<file path="src/rtl/joypad_ctrl_mp.sv">
`default_nettype none
// ============================================================================
//  Module      : joypad_ctrl_mp
//  Description : NES-style controller port block with optional four-player
//                multitap. Builds 8-bit per-pad reports (with turbo A/B and
//                opposing-direction masking), latches them while the strobe
//                bit at 0x4016 is high, then shifts one bit out of the
//                addressed port per CPU read of 0x4016 / 0x4017.
//  Revision    : 1.0 - initial release
// ----------------------------------------------------------------------------
//  Ports
//    i_clk        in   1            system clock
//    i_rstn       in   1            asynchronous active-low reset
//    i_jpd        in   10*N_PLAYERS pad vectors, player p at [10p+9:10p],
//                                   {up,down,left,right,b,a,tb,ta,select,start}
//    i_turbo_en   in   1            global turbo enable
//    i_bus_acc    in   1            one-cycle valid bus access pulse
//    i_bus_addr   in   16           CPU address
//    i_bus_wn     in   1            0 = write, 1 = read
//    i_bus_wdata  in   8            write data (bit 0 is the strobe)
//    o_jpd_rdata  out  8            read data, only bit 0 is ever non-zero
// ============================================================================
module joypad_ctrl_mp #(
    parameter int N_PLAYERS = 2,
    parameter int TURBO_W   = 16,
    parameter int DPAD_MASK = 1
) (
    input  logic                    i_clk,
    input  logic                    i_rstn,
    input  logic [10*N_PLAYERS-1:0] i_jpd,
    input  logic                    i_turbo_en,
    input  logic                    i_bus_acc,
    input  logic [15:0]             i_bus_addr,
    input  logic                    i_bus_wn,
    input  logic [7:0]              i_bus_wdata,
    output logic [7:0]              o_jpd_rdata
);

    // Report length per port: one pad, or two pads plus a signature byte.
    localparam logic [4:0] c_RPT_LEN = (N_PLAYERS == 4) ? 5'd24 : 5'd8;

    typedef enum logic [1:0] {
        S_IDLE   = 2'd0,
        S_STROBE = 2'd1,
        S_SHIFT  = 2'd2
    } state_t;

    state_t              r_state;
    state_t              w_state_nxt;
    logic [TURBO_W-1:0]  r_turbo_cnt;
    logic [23:0]         r_sr1;
    logic [23:0]         r_sr2;
    logic [4:0]          r_cnt1;
    logic [4:0]          r_cnt2;

    logic                w_turbo;
    logic [7:0]          w_rpt [N_PLAYERS];
    logic [23:0]         w_load1;
    logic [23:0]         w_load2;
    logic                w_sel1;
    logic                w_sel2;
    logic                w_rd1;
    logic                w_rd2;
    logic                w_wr_strb;
    logic                w_bit1;
    logic                w_bit2;
    logic                w_rbit;
    logic                w_unused;

    // Only the strobe bit of the written byte is meaningful.
    assign w_unused = &{1'b0, i_bus_wdata[7:1]};

    // ------------------------------------------------------------------
    // Per-pad report: {right,left,down,up,start,select,B,A}
    // ------------------------------------------------------------------
    function automatic logic [7:0] f_report(input logic [9:0] pad,
                                            input logic       tbit,
                                            input logic       ten);
        logic up, down, left, right, eff_a, eff_b;
        up    = pad[9];
        down  = pad[8];
        left  = pad[7];
        right = pad[6];
        eff_a = (pad[2] && ten) ? tbit : pad[4];
        eff_b = (pad[3] && ten) ? tbit : pad[5];
        if (DPAD_MASK != 0) begin
            // A worn pad can report both opposing directions; games
            // misbehave on that, so treat the pair as released.
            if (up && down) begin
                up   = 1'b0;
                down = 1'b0;
            end
            if (left && right) begin
                left  = 1'b0;
                right = 1'b0;
            end
        end
        return {right, left, down, up, pad[0], pad[1], eff_b, eff_a};
    endfunction

    assign w_turbo = r_turbo_cnt[TURBO_W-1];

    generate
        for (genvar gi = 0; gi < N_PLAYERS; gi++) begin : g_player
            assign w_rpt[gi] = f_report(i_jpd[10*gi +: 10], w_turbo, i_turbo_en);
        end
    endgenerate

    generate
        if (N_PLAYERS == 4) begin : g_multitap
            // Port 1 carries P1, P3, then the 0x10 signature; port 2 carries
            // P2, P4, then 0x20. First bit out is the LSB.
            assign w_load1 = {8'h10, w_rpt[2], w_rpt[0]};
            assign w_load2 = {8'h20, w_rpt[3], w_rpt[1]};
        end else begin : g_single
            assign w_load1 = {16'h0000, w_rpt[0]};
            assign w_load2 = {16'h0000, w_rpt[1]};
        end
    endgenerate

    // ------------------------------------------------------------------
    // Bus decode
    // ------------------------------------------------------------------
    assign w_sel1    = (i_bus_addr == 16'h4016);
    assign w_sel2    = (i_bus_addr == 16'h4017);
    assign w_rd1     = i_bus_acc &  i_bus_wn & w_sel1;
    assign w_rd2     = i_bus_acc &  i_bus_wn & w_sel2;
    // Writes to 0x4017 belong to the APU frame counter and are ignored.
    assign w_wr_strb = i_bus_acc & ~i_bus_wn & w_sel1;

    // ------------------------------------------------------------------
    // Strobe FSM
    // ------------------------------------------------------------------
    always_ff @(posedge i_clk or negedge i_rstn) begin
        if (!i_rstn) begin
            r_state <= S_IDLE;
        end else begin
            r_state <= w_state_nxt;
        end
    end

    always_comb begin
        w_state_nxt = r_state;
        if (w_wr_strb) begin
            if (i_bus_wdata[0]) begin
                w_state_nxt = S_STROBE;
            end else if (r_state == S_STROBE) begin
                w_state_nxt = S_SHIFT;
            end
        end
    end

    // ------------------------------------------------------------------
    // Turbo counter
    // ------------------------------------------------------------------
    always_ff @(posedge i_clk or negedge i_rstn) begin
        if (!i_rstn) begin
            r_turbo_cnt <= '0;
        end else begin
            r_turbo_cnt <= r_turbo_cnt + {{(TURBO_W-1){1'b0}}, 1'b1};
        end
    end

    // ------------------------------------------------------------------
    // Port shift registers and bit counters
    // ------------------------------------------------------------------
    always_ff @(posedge i_clk or negedge i_rstn) begin
        if (!i_rstn) begin
            r_sr1  <= '0;
            r_sr2  <= '0;
            r_cnt1 <= '0;
            r_cnt2 <= '0;
        end else if (r_state == S_STROBE) begin
            r_sr1  <= w_load1;
            r_sr2  <= w_load2;
            r_cnt1 <= '0;
            r_cnt2 <= '0;
        end else if (r_state == S_SHIFT) begin
            // Counters stop at the report length; further reads return 1.
            if (w_rd1 && (r_cnt1 < c_RPT_LEN)) begin
                r_sr1  <= {1'b0, r_sr1[23:1]};
                r_cnt1 <= r_cnt1 + 5'd1;
            end
            if (w_rd2 && (r_cnt2 < c_RPT_LEN)) begin
                r_sr2  <= {1'b0, r_sr2[23:1]};
                r_cnt2 <= r_cnt2 + 5'd1;
            end
        end
    end

    assign w_bit1 = (r_cnt1 >= c_RPT_LEN) ? 1'b1 : r_sr1[0];
    assign w_bit2 = (r_cnt2 >= c_RPT_LEN) ? 1'b1 : r_sr2[0];

    // ------------------------------------------------------------------
    // Read data: combinational from the current state
    // ------------------------------------------------------------------
    always_comb begin
        w_rbit = 1'b0;
        case (r_state)
            S_STROBE: begin
                // While strobed, the port shows the live A button.
                if (w_rd1) begin
                    w_rbit = w_rpt[0][0];
                end else if (w_rd2) begin
                    w_rbit = w_rpt[1][0];
                end
            end
            S_SHIFT: begin
                if (w_rd1) begin
                    w_rbit = w_bit1;
                end else if (w_rd2) begin
                    w_rbit = w_bit2;
                end
            end
            default: begin
                w_rbit = 1'b0;
            end
        endcase
    end

    assign o_jpd_rdata = {7'b0000000, w_rbit};

endmodule
`default_nettype wire

</file>
<file path="config.mk">
export PLATFORM = sky130hd
export DESIGN_NAME = joypad_ctrl_mp
export DESIGN_NICKNAME = d
export VERILOG_FILES = /design/src/rtl/joypad_ctrl_mp.sv
export SDC_FILE = /design/constraint.sdc
export NUM_CORES = 1
export LEC_CHECK = 0
export ABC_AREA = 1
export CAP_MARGIN = 20
export CORE_MARGIN = 2
export CORE_UTILIZATION = 50
export CTS_CLUSTER_DIAMETER = 60
export DETAILED_ROUTE_END_ITERATION = 12
export GPL_ROUTABILITY_DRIVEN = 0
export PLACE_DENSITY_LB_ADDON = 0.15
export SLEW_MARGIN = 15
export SYNTH_ARGS = -nofsm -noshare
export SYNTH_HDL_FRONTEND = slang
export SYNTH_SLANG_ARGS = --single-unit
</file>
<file path="constraint.sdc">
create_clock -name i_clk -period 2.39 [get_ports i_clk]
set_input_delay 0.717 -clock i_clk [delete_from_list [all_inputs] [get_ports i_clk]]
set_output_delay 0.717 -clock i_clk [all_outputs]
set_load 0.1 [all_outputs]
</file>
## After elaboration in Yosys (flattened, before gate mapping)

Index checks and enable logic that the tools add are counted.
Widths: inputs -> output; s select.

| word-level totals | value |
|---|---|
| register bits after elaboration | 76 |
| bits in latches | 0 |
| bits in writable memories | 0 |
| bits in read-only memories | 0 |
| bits of input ports | 49 |
| output and inout port bits | 8 |
| word-level logic and storage cells | 73 |
| memories | 0 |

| operators by class | value |
|---|---|
| add/subtract/negate cells | 3 |
| $mul | 0 |
| divide/modulo/power cells | 0 |
| $lt $le $gt $ge | 4 |
| eq/ne operators | 4 |
| shift operators | 0 |
| mux-type cells | 33 |
| bitwise gates (word level) | 6 |
| reduce and logical (&&, ||, !) cells | 17 |

Operators with widths:

| operator | number |
|---|---|
| $mux 24 | 6 |
| $eq 16x15->1 const B | 2 |
| $mux 5 | 6 |
| $mux 1 | 18 |
| $add 16x1->16 const B | 1 |
| $add 5x1->5 const B | 2 |
| $ge 5x4->1 const B | 2 |
| $logic_and 1x1->1 | 10 |
| $lt 5x4->1 const B | 2 |
| $reduce_bool 2->1 | 4 |
| $reduce_and 2->1 | 3 |
| $and 1x1->1 | 5 |
| $mux 2 | 2 |
| $eq 2x1->1 const B | 1 |
| $eq 2x2->1 const B | 1 |
| $pmux 1 s2 | 1 |
| $not 1->1 | 1 |

## Longest topological paths before layout

| depth | value |
|---|---|
| depth in word-level cells | 6 |
| mapped depth | 11 |
| depth with buffers taken out | 10 |

## Least setup slack after synthesis

No wires, ideal clock.

| path | value |
|---|---|
| path kind | input port to output port |
| start | in i_bus_addr[11] |
| end | out o_jpd_rdata[0] |
| arrival | 1.671 ns |
| required time | 1.673 ns |
| slack | 0.002 ns |
| stages on the path | 8 |
| path buffers | 1 |
| cell sequence | nor2_1 > nand2_1 > nor2_4 > nand4_1 > nand2_1 > nand2_1 > a21oi_1 > buf_4 |

| between the ends | value |
|---|---|
| longest elaborated chain between the ends | 5 |
| elaborated cells between the ends (all ways) | 9 |
| classes of those cells | 2 x eq/ne; 5 x mux; 2 x bitwise |

Ends and longest elaborated chain:

| element | RTL line | source |
|---|---|---|
| start: declaration | 33 | `input logic [15:0] i_bus_addr,` |
| $eq 16x15->1 | 125 | `assign w_sel2 = (i_bus_addr == 16'h4017);` |
| $and 1x1->1 | 127 | `assign w_rd2 = i_bus_acc & i_bus_wn & w_sel2;` |
| $mux 1 (on tied branches) | 211, 204 |  |
| $mux 1 (on tied branches) | 209, 202 |  |
| $pmux 1 s2 (*) | 199 | `case (r_state)` |
| end: declaration | 36 | `output logic [7:0] o_jpd_rdata` |

Mark *: on every way between the ends. The rest lies on a longest branch, timed or not.

## Final worst setup path

| path | value |
|---|---|
| start | in i_bus_addr[1] |
| end | out o_jpd_rdata[0] |

The elaborated chain is that of the path after synthesis.

==> results_dict.tcl <==
set metrics [dict create \
    status "complete, but fails checks" \
    failed_checks "negative setup slack" \
    io_buffers 42 \
    dr.pass1.iters 4 \
    grt.overflow.total 0 \
    synth_cells 341 \
    ys_async_sr_fraction 1.00 \
    clock-root-buffer "clkbuf_8" \
    dieArea_um2 5790 \
    wl_per_cell_um 12.7 \
    crit_arrival_ns 1.82 \
    fp-row-count 26 \
    finalClockSkew_ns 0.0118 \
    fin_tns_setup_ns -0.149 \
    ctsHtreeMaxLevel 2 \
    hold_viol 0 \
    via_count 2369 \
    cp_max_fo 3 \
    drive_gt1_frac 0.305 \
    hpwl_um 3690 \
    drc 0 \
    max_slew_margin 0.616 \
    synth.yosys.warnings 0 \
    fin_cells 486 \
    die_h_um 76.1 \
    worst_ir_drop_vdd_v 0.000318 \
    drt.antenna.violating_nets 0 \
    worst_slack_ns -0.149 \
    grt_pass1_wl_um 9880 \
    start_util 0.512 \
    grt_use_total 0.207 \
    n_antenna_cell 0 \
    synth_top_area_share 0.424 \
    grt_max_degree 45 \
    drt_iter0_markers 177 \
    clock-sinks 44 \
    io_pins 57 \
    fin_crit_sh 1.06 \
    rsz0062_at_grt "yes" \
    cts_buffer_depth 2 \
    max_slew.worst_pin.slew_ns 0.576 \
    syn-mean-instance-area_um2 7.62 \
    p_leak_uw 0.00181 \
    dp.cells 456 \
    die_w_um 76.1 \
    synth_area_leaders "dfrtp_1, nand2_1, nand3_1" \
    drt-total-wl_um 6150 \
    syn_area_um2 2600 \
    cts_tree "built" \
    routed_via_density 4.87 \
    yosys.area.top_type "dfrtp_1" \
    path_class "in -> out" \
    cp.required_ns 1.67 \
    start_kind "primary input" \
    hold_class "reg -> reg" \
    period_minus_slack_ns 2.54 \
    cts.clk_slew.worst_paths_ns 0.07 \
    cellPowerDensity_nw_per_um2 401 \
    cts_buffers 5 \
    endpoint_kind "output pin" \
    synth_cell_type_count 36 \
    slew_viol_final 0 \
    core_um2 5070 \
    synth_ff_type "dfrtp_1" \
    antenna_found_initial 0 \
    area_growth_pct 37.4 \
    synth_edf_count 0 \
    fmax_mhz 394 \
    ys_ff_latch 44 \
    max_cap_violations 0 \
    grt_pass1_vias 2258 \
    synth.yosys.seq_area_share 0.424 \
    insertion_delay_ns 0.30 \
    setup_viol 1 \
    final_nets 472 \
]
logic make-up (layout without fill, tap and decap cells):
family	count (synthesis)	count (layout)	share of synthesized area
other	1	7	0.00144
buffers and inverters	58	126	0.101
XOR/XNOR	17	17	0.0573
AND/OR/NAND/NOR	196	197	0.340
AO/OA/AOI/OAI	18	18	0.0434
flip-flops	44	44	0.424
adder cells (fa/ha/maj)	7	7	0.0337
cells in the final DEF, fill, tap and decap left out, types with 7 or more instances in the layout:
cell / n
ha_1: 7
clkbuf_8: 7
o21ai_0: 7
inv_1: 34
nor2_1: 13
nand2_1: 88
nand2_2: 26
buf_6: 15
buf_4: 31
xor2_1: 11
conb_1: 7
nand3_1: 27
dfrtp_1: 44
buf_2: 10
nand4_1: 12
clkdlybuf4s50_1: 17
cell usage after synthesis (2+ instances only):
master	n
clkbuf_1	2
dfrtp_1	44
nor2_2	4
nor2_4	2
nor2_1	19
nand4_1	12
nand2_1	116
o21ai_0	9
xnor2_1	6
inv_1	37
buf_1	3
nor3_1	4
buf_4	9
inv_2	3
buf_2	2
nand2_2	3
xor2_1	11
nand3_1	29
ha_1	7
a21oi_1	3
worst max-delay path, stage by stage:
cell     delay, ns
buf_2         0.11
inv_1         0.05
nor2_2        0.12
nand2_2       0.08
nor2_4        0.11
nand4_1       0.10
nand2_1       0.08
nand2_1       0.06
a21oi_2       0.19
buf_12        0.20
sequential cells by signal (all words and copies together) (netlist names):
signal / cells
r_cnt1: 5
r_state: 2
r_sr2: 8
r_cnt2: 5
r_sr1: 8
r_turbo_cnt: 16
final cells by class:
class / instances / area [um^2]
fillers: 420 / 1510
well taps: 70 / 87.6
multi-input cells: 246 / 1450
flip-flops and latches: 44 / 1100
inverters: 41 / 154
clock buffers: 7 / 96.3
repair buffers: 78 / 677
path summary, 6_finish.rpt:
kind	depth (start not counted)	slack, ns	endpoint	start
min reg2reg	1	0.45	r_turbo_cnt[0]	r_turbo_cnt[0]
max reg2reg	16	0.12	r_sr2[0]	r_turbo_cnt[15]
max in group asynchronous	2	1.50	r_turbo_cnt[13]	i_rstn
max	10	-0.15	o_jpd_rdata[0]	i_bus_addr[1]
min	1	0.45	r_turbo_cnt[0]	r_turbo_cnt[0]
min in group asynchronous	2	0.49	r_state[1]	i_rstn
stage by stage:
step	power [uW]	worst slack, ns	hold slack, ns	utilization	area, um^2
after floorplan	842	0.00169	0.421	-	2620
after global placement	931	-0.676	0.437	0.617	3130
after detailed placement	932	-0.706	0.443	0.617	3130
after CTS	1430	-0.125	0.455	0.660	3350
after global routing	1490	-0.211	0.477	0.703	3570
final	1430	-0.149	0.454	0.703	3570
power breakdown:
part / switching [uW] / internal (uW) / total [uW] / leakage, uW
combinational: 108 / 72.1 / 180 / 0.00116
clock: 249 / 258 / 507 / 0.0000503
sequential: 0.722 / 745 / 745 / 0.000594
total: 358 / 1070 / 1430 / 0.00181
per-layer routing:
metal,part of all wire,global-route usage,routed length [um]
met5,0,0,0
met4,0.0094,0.0600,58
met2,0.53,0.359,3260
met1,0.43,0.263,2620
met3,0.035,0.0450,218
what timing repair did:
item,in CTS,in global routing
resized for setup,97,56
hold buffers,0,0
setup buffers,18,5
cloned,0,1
pin swaps,31,22
setup endpoints to repair,1,14
(Power assumes the default switching activity.)
